--- src/rtl/tilt_alarm_monitor.sv ---
// Tilt alarm monitor: scales raw accelerometer samples to tenths of a degree,
// drives a center-split LED bar and a debounced SAFE/WARN/CRIT alarm with buzzer.
module tilt_alarm_monitor #(
  parameter int NUM_AXES    = 2,
  parameter int DATA_W      = 16,
  parameter int SCALE_NUM   = 900,
  parameter int SCALE_SHIFT = 8,
  parameter int ANGLE_MAX   = 900,
  parameter int WARN_TH     = 600,
  parameter int CRIT_TH     = 800,
  parameter int HYST        = 50,
  parameter int DEBOUNCE    = 3,
  parameter int LED_W       = 10,
  parameter int LED_STEP    = 160,
  parameter int BEEP_HALF   = 12_500_000
) (
  input  logic                                            clk,
  input  logic                                            reset,
  input  logic                                            sample_valid,
  input  logic [NUM_AXES*DATA_W-1:0]                      sample_data,
  input  logic [((NUM_AXES > 1) ? $clog2(NUM_AXES) : 1)-1:0] axis_sel,
  input  logic                                            freeze,
  input  logic                                            mute,
  output logic signed [11:0]                              angle,
  output logic                                            angle_valid,
  output logic [LED_W-1:0]                                led_bar,
  output logic [1:0]                                      alarm_state,
  output logic                                            buzzer
);

  localparam int AXIS_W = (NUM_AXES > 1) ? $clog2(NUM_AXES) : 1;
  localparam int PW     = DATA_W + 11;
  localparam int DB_W   = $clog2(DEBOUNCE + 1);
  localparam int BC_W   = $clog2(4 * BEEP_HALF + 1);

  localparam logic signed [PW-1:0] SCALE_S = PW'(SCALE_NUM);
  localparam logic signed [PW-1:0] RND     = PW'((1 << SCALE_SHIFT) - 1);
  localparam logic signed [PW-1:0] AMAX    = PW'(ANGLE_MAX);
  localparam logic [11:0] WARN_T  = 12'(WARN_TH);
  localparam logic [11:0] CRIT_T  = 12'(CRIT_TH);
  localparam logic [11:0] WARN_LO = 12'(WARN_TH - HYST);
  localparam logic [11:0] CRIT_LO = 12'(CRIT_TH - HYST);
  localparam logic [DB_W-1:0] DB_LAST   = DB_W'(DEBOUNCE - 1);
  localparam logic [BC_W-1:0] HALF_CRIT = BC_W'(BEEP_HALF - 1);
  localparam logic [BC_W-1:0] HALF_WARN = BC_W'(4 * BEEP_HALF - 1);

  typedef enum logic [1:0] {SAFE = 2'd0, WARN = 2'd1, CRIT = 2'd2} state_t;

  // Negative products get a bias before the arithmetic shift so the divide truncates toward zero.
  function automatic logic signed [11:0] axis_angle(input logic signed [DATA_W-1:0] s);
    logic signed [PW-1:0] prod;
    logic signed [PW-1:0] quot;
    prod = PW'(s) * SCALE_S;
    quot = prod[PW-1] ? ((prod + RND) >>> SCALE_SHIFT) : (prod >>> SCALE_SHIFT);
    if (quot > AMAX) quot = AMAX;
    else if (quot < -AMAX) quot = -AMAX;
    return quot[11:0];
  endfunction

  function automatic state_t level(input logic [11:0] m);
    if (m >= CRIT_T) return CRIT;
    if (m >= WARN_T) return WARN;
    return SAFE;
  endfunction

  logic signed [11:0] ang_c [NUM_AXES];
  logic [11:0]        abs_c [NUM_AXES];
  logic signed [11:0] sel_ang;
  logic [11:0]        sel_abs;
  logic [11:0]        mag_c;
  logic [LED_W-1:0]   led_c;
  logic               accept;
  logic [11:0]        mag_q;

  assign accept = sample_valid && !freeze;

  always_comb begin
    for (int i = 0; i < NUM_AXES; i++) begin
      ang_c[i] = axis_angle(sample_data[i*DATA_W +: DATA_W]);
      abs_c[i] = ang_c[i][11] ? 12'(-ang_c[i]) : ang_c[i];
    end
  end

  always_comb begin
    sel_ang = ang_c[0];
    mag_c   = '0;
    for (int i = 0; i < NUM_AXES; i++) begin
      if (abs_c[i] > mag_c) mag_c = abs_c[i];
      if (axis_sel == AXIS_W'(i)) sel_ang = ang_c[i];
    end
  end

  always_comb begin
    sel_abs = sel_ang[11] ? 12'(-sel_ang) : sel_ang;
    led_c   = '0;
    for (int k = 1; k <= LED_W / 2; k++) begin
      if (32'(sel_abs) >= 32'(k * LED_STEP)) begin
        if (!sel_ang[11]) led_c[LED_W/2-1+k] = 1'b1;
        else              led_c[LED_W/2-k]   = 1'b1;
      end
    end
  end

  always_ff @(posedge clk or posedge reset) begin
    if (reset) begin
      angle       <= '0;
      angle_valid <= 1'b0;
      led_bar     <= '0;
      mag_q       <= '0;
    end else begin
      angle_valid <= accept;
      if (accept) begin
        angle   <= sel_ang;
        led_bar <= led_c;
        mag_q   <= mag_c;
      end
    end
  end

  // Alarm FSM: evaluates the registered magnitude one cycle after each accepted sample.
  state_t          state;
  state_t          lvl;
  state_t          up_lvl;
  state_t          up_lvl_n;
  logic [DB_W-1:0] up_cnt;
  logic [DB_W-1:0] dn_cnt;
  logic [BC_W-1:0] beep_cnt;
  logic [BC_W-1:0] half;
  logic [11:0]     thr_lo;
  logic            up_qual, dn_qual, up_fire, dn_fire, mute_q;

  always_comb begin
    lvl      = level(mag_q);
    thr_lo   = (state == CRIT) ? CRIT_LO : WARN_LO;
    up_qual  = angle_valid && (lvl > state);
    dn_qual  = angle_valid && (state != SAFE) && (mag_q < thr_lo);
    up_lvl_n = ((up_cnt == '0) || (lvl < up_lvl)) ? lvl : up_lvl;
    up_fire  = up_qual && (up_cnt == DB_LAST);
    dn_fire  = dn_qual && (dn_cnt == DB_LAST);
    half     = (state == CRIT) ? HALF_CRIT : HALF_WARN;
  end

  always_ff @(posedge clk or posedge reset) begin
    if (reset) begin
      state    <= SAFE;
      up_lvl   <= SAFE;
      up_cnt   <= '0;
      dn_cnt   <= '0;
      beep_cnt <= '0;
      buzzer   <= 1'b0;
      mute_q   <= 1'b0;
    end else begin
      if (angle_valid) begin
        up_cnt <= up_qual ? up_cnt + 1'b1 : '0;
        dn_cnt <= dn_qual ? dn_cnt + 1'b1 : '0;
        up_lvl <= up_lvl_n;
      end
      if (up_fire || dn_fire) begin
        state    <= up_fire ? up_lvl_n : lvl;
        up_cnt   <= '0;
        dn_cnt   <= '0;
        beep_cnt <= '0;
        buzzer   <= 1'b0;
        mute_q   <= 1'b0;
      end else if (state == SAFE) begin
        beep_cnt <= '0;
        buzzer   <= 1'b0;
        mute_q   <= 1'b0;
      end else if (mute || mute_q) begin
        mute_q   <= 1'b1;
        beep_cnt <= '0;
        buzzer   <= 1'b0;
      end else if (beep_cnt == half) begin
        beep_cnt <= '0;
        buzzer   <= ~buzzer;
      end else begin
        beep_cnt <= beep_cnt + 1'b1;
      end
    end
  end

  assign alarm_state = state;

endmodule
--- config.mk ---
export PLATFORM = sky130hd
export DESIGN_NAME = tilt_alarm_monitor
export DESIGN_NICKNAME = d
export VERILOG_FILES = /design/src/rtl/tilt_alarm_monitor.sv
export SDC_FILE = /design/constraint.sdc
export NUM_CORES = 1
export LEC_CHECK = 0
export CORE_ASPECT_RATIO = 1.25
export CORE_MARGIN = 3
export CORE_UTILIZATION = 47
export CTS_CLUSTER_DIAMETER = 50
export DETAILED_ROUTE_END_ITERATION = 10
export PLACE_DENSITY_LB_ADDON = 0.25
export SLEW_MARGIN = 20
export SYNTH_ARGS = -nofsm -noshare
export SYNTH_HDL_FRONTEND = slang
export SYNTH_SLANG_ARGS = --single-unit
--- constraint.sdc ---
create_clock -name clk -period 6.5 [get_ports clk]
set_input_delay 1.95 -clock clk [delete_from_list [all_inputs] [get_ports clk]]
set_output_delay 1.95 -clock clk [all_outputs]
set_load 0.02 [all_outputs]
==> reports/qor.txt <==
Clk_lat worst skew: 330 ps
YS warnings: 0
Setup crit end kind: register
Deepest level of the CTS H-tree: 3
Seq pwr share: 6.3%
Row count: 63
Register-to-register setup slack: 2670 ps
Placeable Area: 23960 um^2
Clk buf depth: 2
Status: finished, violations left
Peak Freq: 0.1093 GHz
CTS root buf: clkbuf_16
TritonRoute pass-1 iters: 5
Combinational Power Share: 88.7%
Proportion of layout cells with a drive suffix above 1: 42.78%
Mean Syn Cell Area: 8.169 um^2
Area contributors post-synth: ha_1 (16%), dfrtp_1 (15%), fa_1 (9.0%), xnor2_1 (5.1%), nor2_1 (4.1%)
Hold_sp: angle[8]
Crit path max fanout: 7
PnR worst setup slack: -2649 ps
Global-route wire length before repair: 61780 um
EDFF count, synth: 0
Largest net degree at the start of global routing: 71
Psw: 4412 uW
Area post-placement: 16360 um^2
GR Overflow Total: 0
GR Util All Layers: 27.12%
Routability Congestion: 0.9428
DR vias: 12800
Yosys top cell area share: 16.19%
Distinct cells, synth: 107
Final setup fails: 31
Delay-heaviest family, CP: adder cells
Slew margin rel.: 34.21%
RSZ-0062 raised after global routing: yes
Worst EP required: 6750 ps
Worst R2R End: beep_cnt[11]
DRC: 0
Max-slew violations: 0
Primary FF master, synth: dfrtp_1
Maximum VDD drop: 0.2541 mV
Port buffer count: 63
Die height: 181.6 um
Tcrit/Tclk final: 140.8%
Internal: 5132 uW
Reg clk slew, reported paths: 50 ps
Class of the worst hold path: register to register
I/O pins: 64
Most frequent cells in the layout: buf_4 (465), nor2_1 (111), nand2_1 (105)
RR Startpoint: alarm_state[0]
Post-DR vias/cell: 5.616
Nets@finish: 2190
Final min period: 9149 ps
# Max-Cap Violations: 0
CTS tree: built
Hold Crit Endpoint: angle[8]
Dpl ws: -3358 ps
DIE WIDTH: 146.5 um
Initial antenna violation count: 0
Estimated wirelength of the detail-placed design: 27460 um
Vias in the first global route: 13310
Arrival time worst endpoint: 9390 ps
Final Hold Vio Count: 0
Clock power frac: 5.0%
Flops & latches, synth: 70
Post-Syn Area: 11590 um^2
Slowest-stage cell, CP: fa_2
Slew @ Worst Pin: 986.9 ps
DRT antenna net count: 0
WL final: 37950 um
Sequential area share after synthesis: 15.11%
Cell count after synthesis: 1419
Yosys top cell by area: ha_1
Power per cell area: 511.6 nW/um^2
Buf+Inv Stages, Crit Path: 3
Area Overhead vs Synth: 60.93%
Commonest non-fill, non-tap cell in the layout: buf_4
Die footprint: 26600 um^2
Non-Filler Cell Area, Final: 18660 um^2
Clock sink count: 70
R2r worst-path depth: 12
Failing checks: setup timing
Iter 0 DRT Violations: 601
Ys async rst share: 100.0%
Slowest Stage Delay on Critical Path: 570 ps
Type of origin of the critical path: input port
# hold bufs at CTS: 0
N_diodes: 0
Starting Density: 48.38%
Hold depth: 2
Leakage: 0.008307 uW
Drt wl/cell: 16.65 um
Cts bufs inserted: 9
Critical path type: input port to register
Net Sw Frac: 46.22%
Setup Skew: 6.273 ps
power by group through the flow:
stage          logic [uW]  registers (uW)  clock network, uW
4_1_cts              7920             603                480
6_report             8460             605                476
3_5_place_dp         6950             609                  0
3_3_place_gp         6830             604                  0
5_1_grt              9090             619                501
2_1_floorplan        3850             671                  0
worst reg2reg max path, stage by stage, from the launching register on:
cell and delay (ps):
dfrtp_1 410, nand2b_1 310, ha_1 360, a311o_1 340, a31oi_1 170, nor2b_1 60, o31ai_1 200, nand4b_1 200
o21ai_1 530, nor2_1 80, nand2_1 110, nand2b_1 770, nor2_1 140
logic make-up after synthesis:
family | count (synthesis) | share of synthesized area (%)
AO/OA/AOI/OAI | 340 | 20.98
XOR/XNOR | 111 | 8.451
adder cells (fa/ha/maj) | 202 | 25.17
buffers and inverters | 171 | 5.720
flip-flops | 70 | 15.11
multiplexers | 25 | 2.267
other | 2 | 0.06478
AND/OR/NAND/NOR | 498 | 22.23
metrics by stage:
stage / TNS (ps) / utilization [%] / instances / power (uW) / hold WS (ps)
detailed placement: -75120 / 68.25 / 2195 / 7562 / 474.2
CTS: -43610 / 76.16 / 2271 / 9006 / 482.2
finish: -47970 / 77.85 / 2279 / 9544 / 479.2
floorplan: -46130 / - / 1421 / 4525 / 449.9
global placement: -72050 / 68.25 / 2195 / 7430 / 459.6
global route: -56420 / 77.85 / 2279 / 10210 / 497.9
final cells by class:
type	count	area (um^2)
multi-input combinational	1180	11160
clock buffer	14	254.0
sequential	70	1752
inverter	125	504.2
timing repair buffer	564	4548
fill	1589	5308
clock inverter	1	30.03
tap	325	406.6
synth_stat cells, drive strengths merged, types with 11 or more instances:
library cell / n
o31ai: 16
nor2: 128
fa: 52
nand3: 45
or2: 12
o211ai: 15
nand4: 23
ha: 150
or3: 11
xor2: 44
and3: 26
a31oi: 18
xnor2: 67
nand2b: 19
a211oi: 13
nand2: 114
o21ai: 72
inv: 125
nor4: 16
mux2i: 15
dfrtp: 70
nor3: 35
a21oi: 69
a21o: 24
clkbuf: 37
and2: 18
sequential cells by signal, summed over array words and instances, names as in the netlist:
name	flops
dn_cnt	2
up_cnt	2
up_lvl	2
mag_q	11
buzzer	1
mute_q	1
angle	12
angle_valid	1
beep_cnt	26
alarm_state	2
led_bar	10
worst max path at each step:
| stage | from | endpoint | cells after the start |
|---|---|---|---|
| floorplan | sample_data[17] | mag_q[3] | 36 |
| global placement | sample_data[17] | mag_q[5] | 33 |
| detailed placement | sample_data[1] | mag_q[7] | 35 |
| CTS | sample_data[1] | mag_q[9] | 37 |
| global route | sample_data[10] | mag_q[4] | 34 |
| finish | sample_data[10] | mag_q[4] | 34 |
metal layers:
layer  vias to the layer above  global-route usage, %  share of wire [%]
li1                       6165                      -                  -
met1                      6171                  30.79                 40
met2                       339                  52.08                 53
met3                       123                  1.872                2.8
met4                         0                  11.18                4.0
met5                         -                      0                  0
repair_timing:
| action | in CTS | in global routing |
|---|---|---|
| setup endpoints to repair | 31 | 31 |
| buffers inserted | 65 | 10 |
| resized for setup | 311 | 64 |
| pin swaps | 163 | 45 |
No activity file was read; power rests on OpenSTA's default activity.
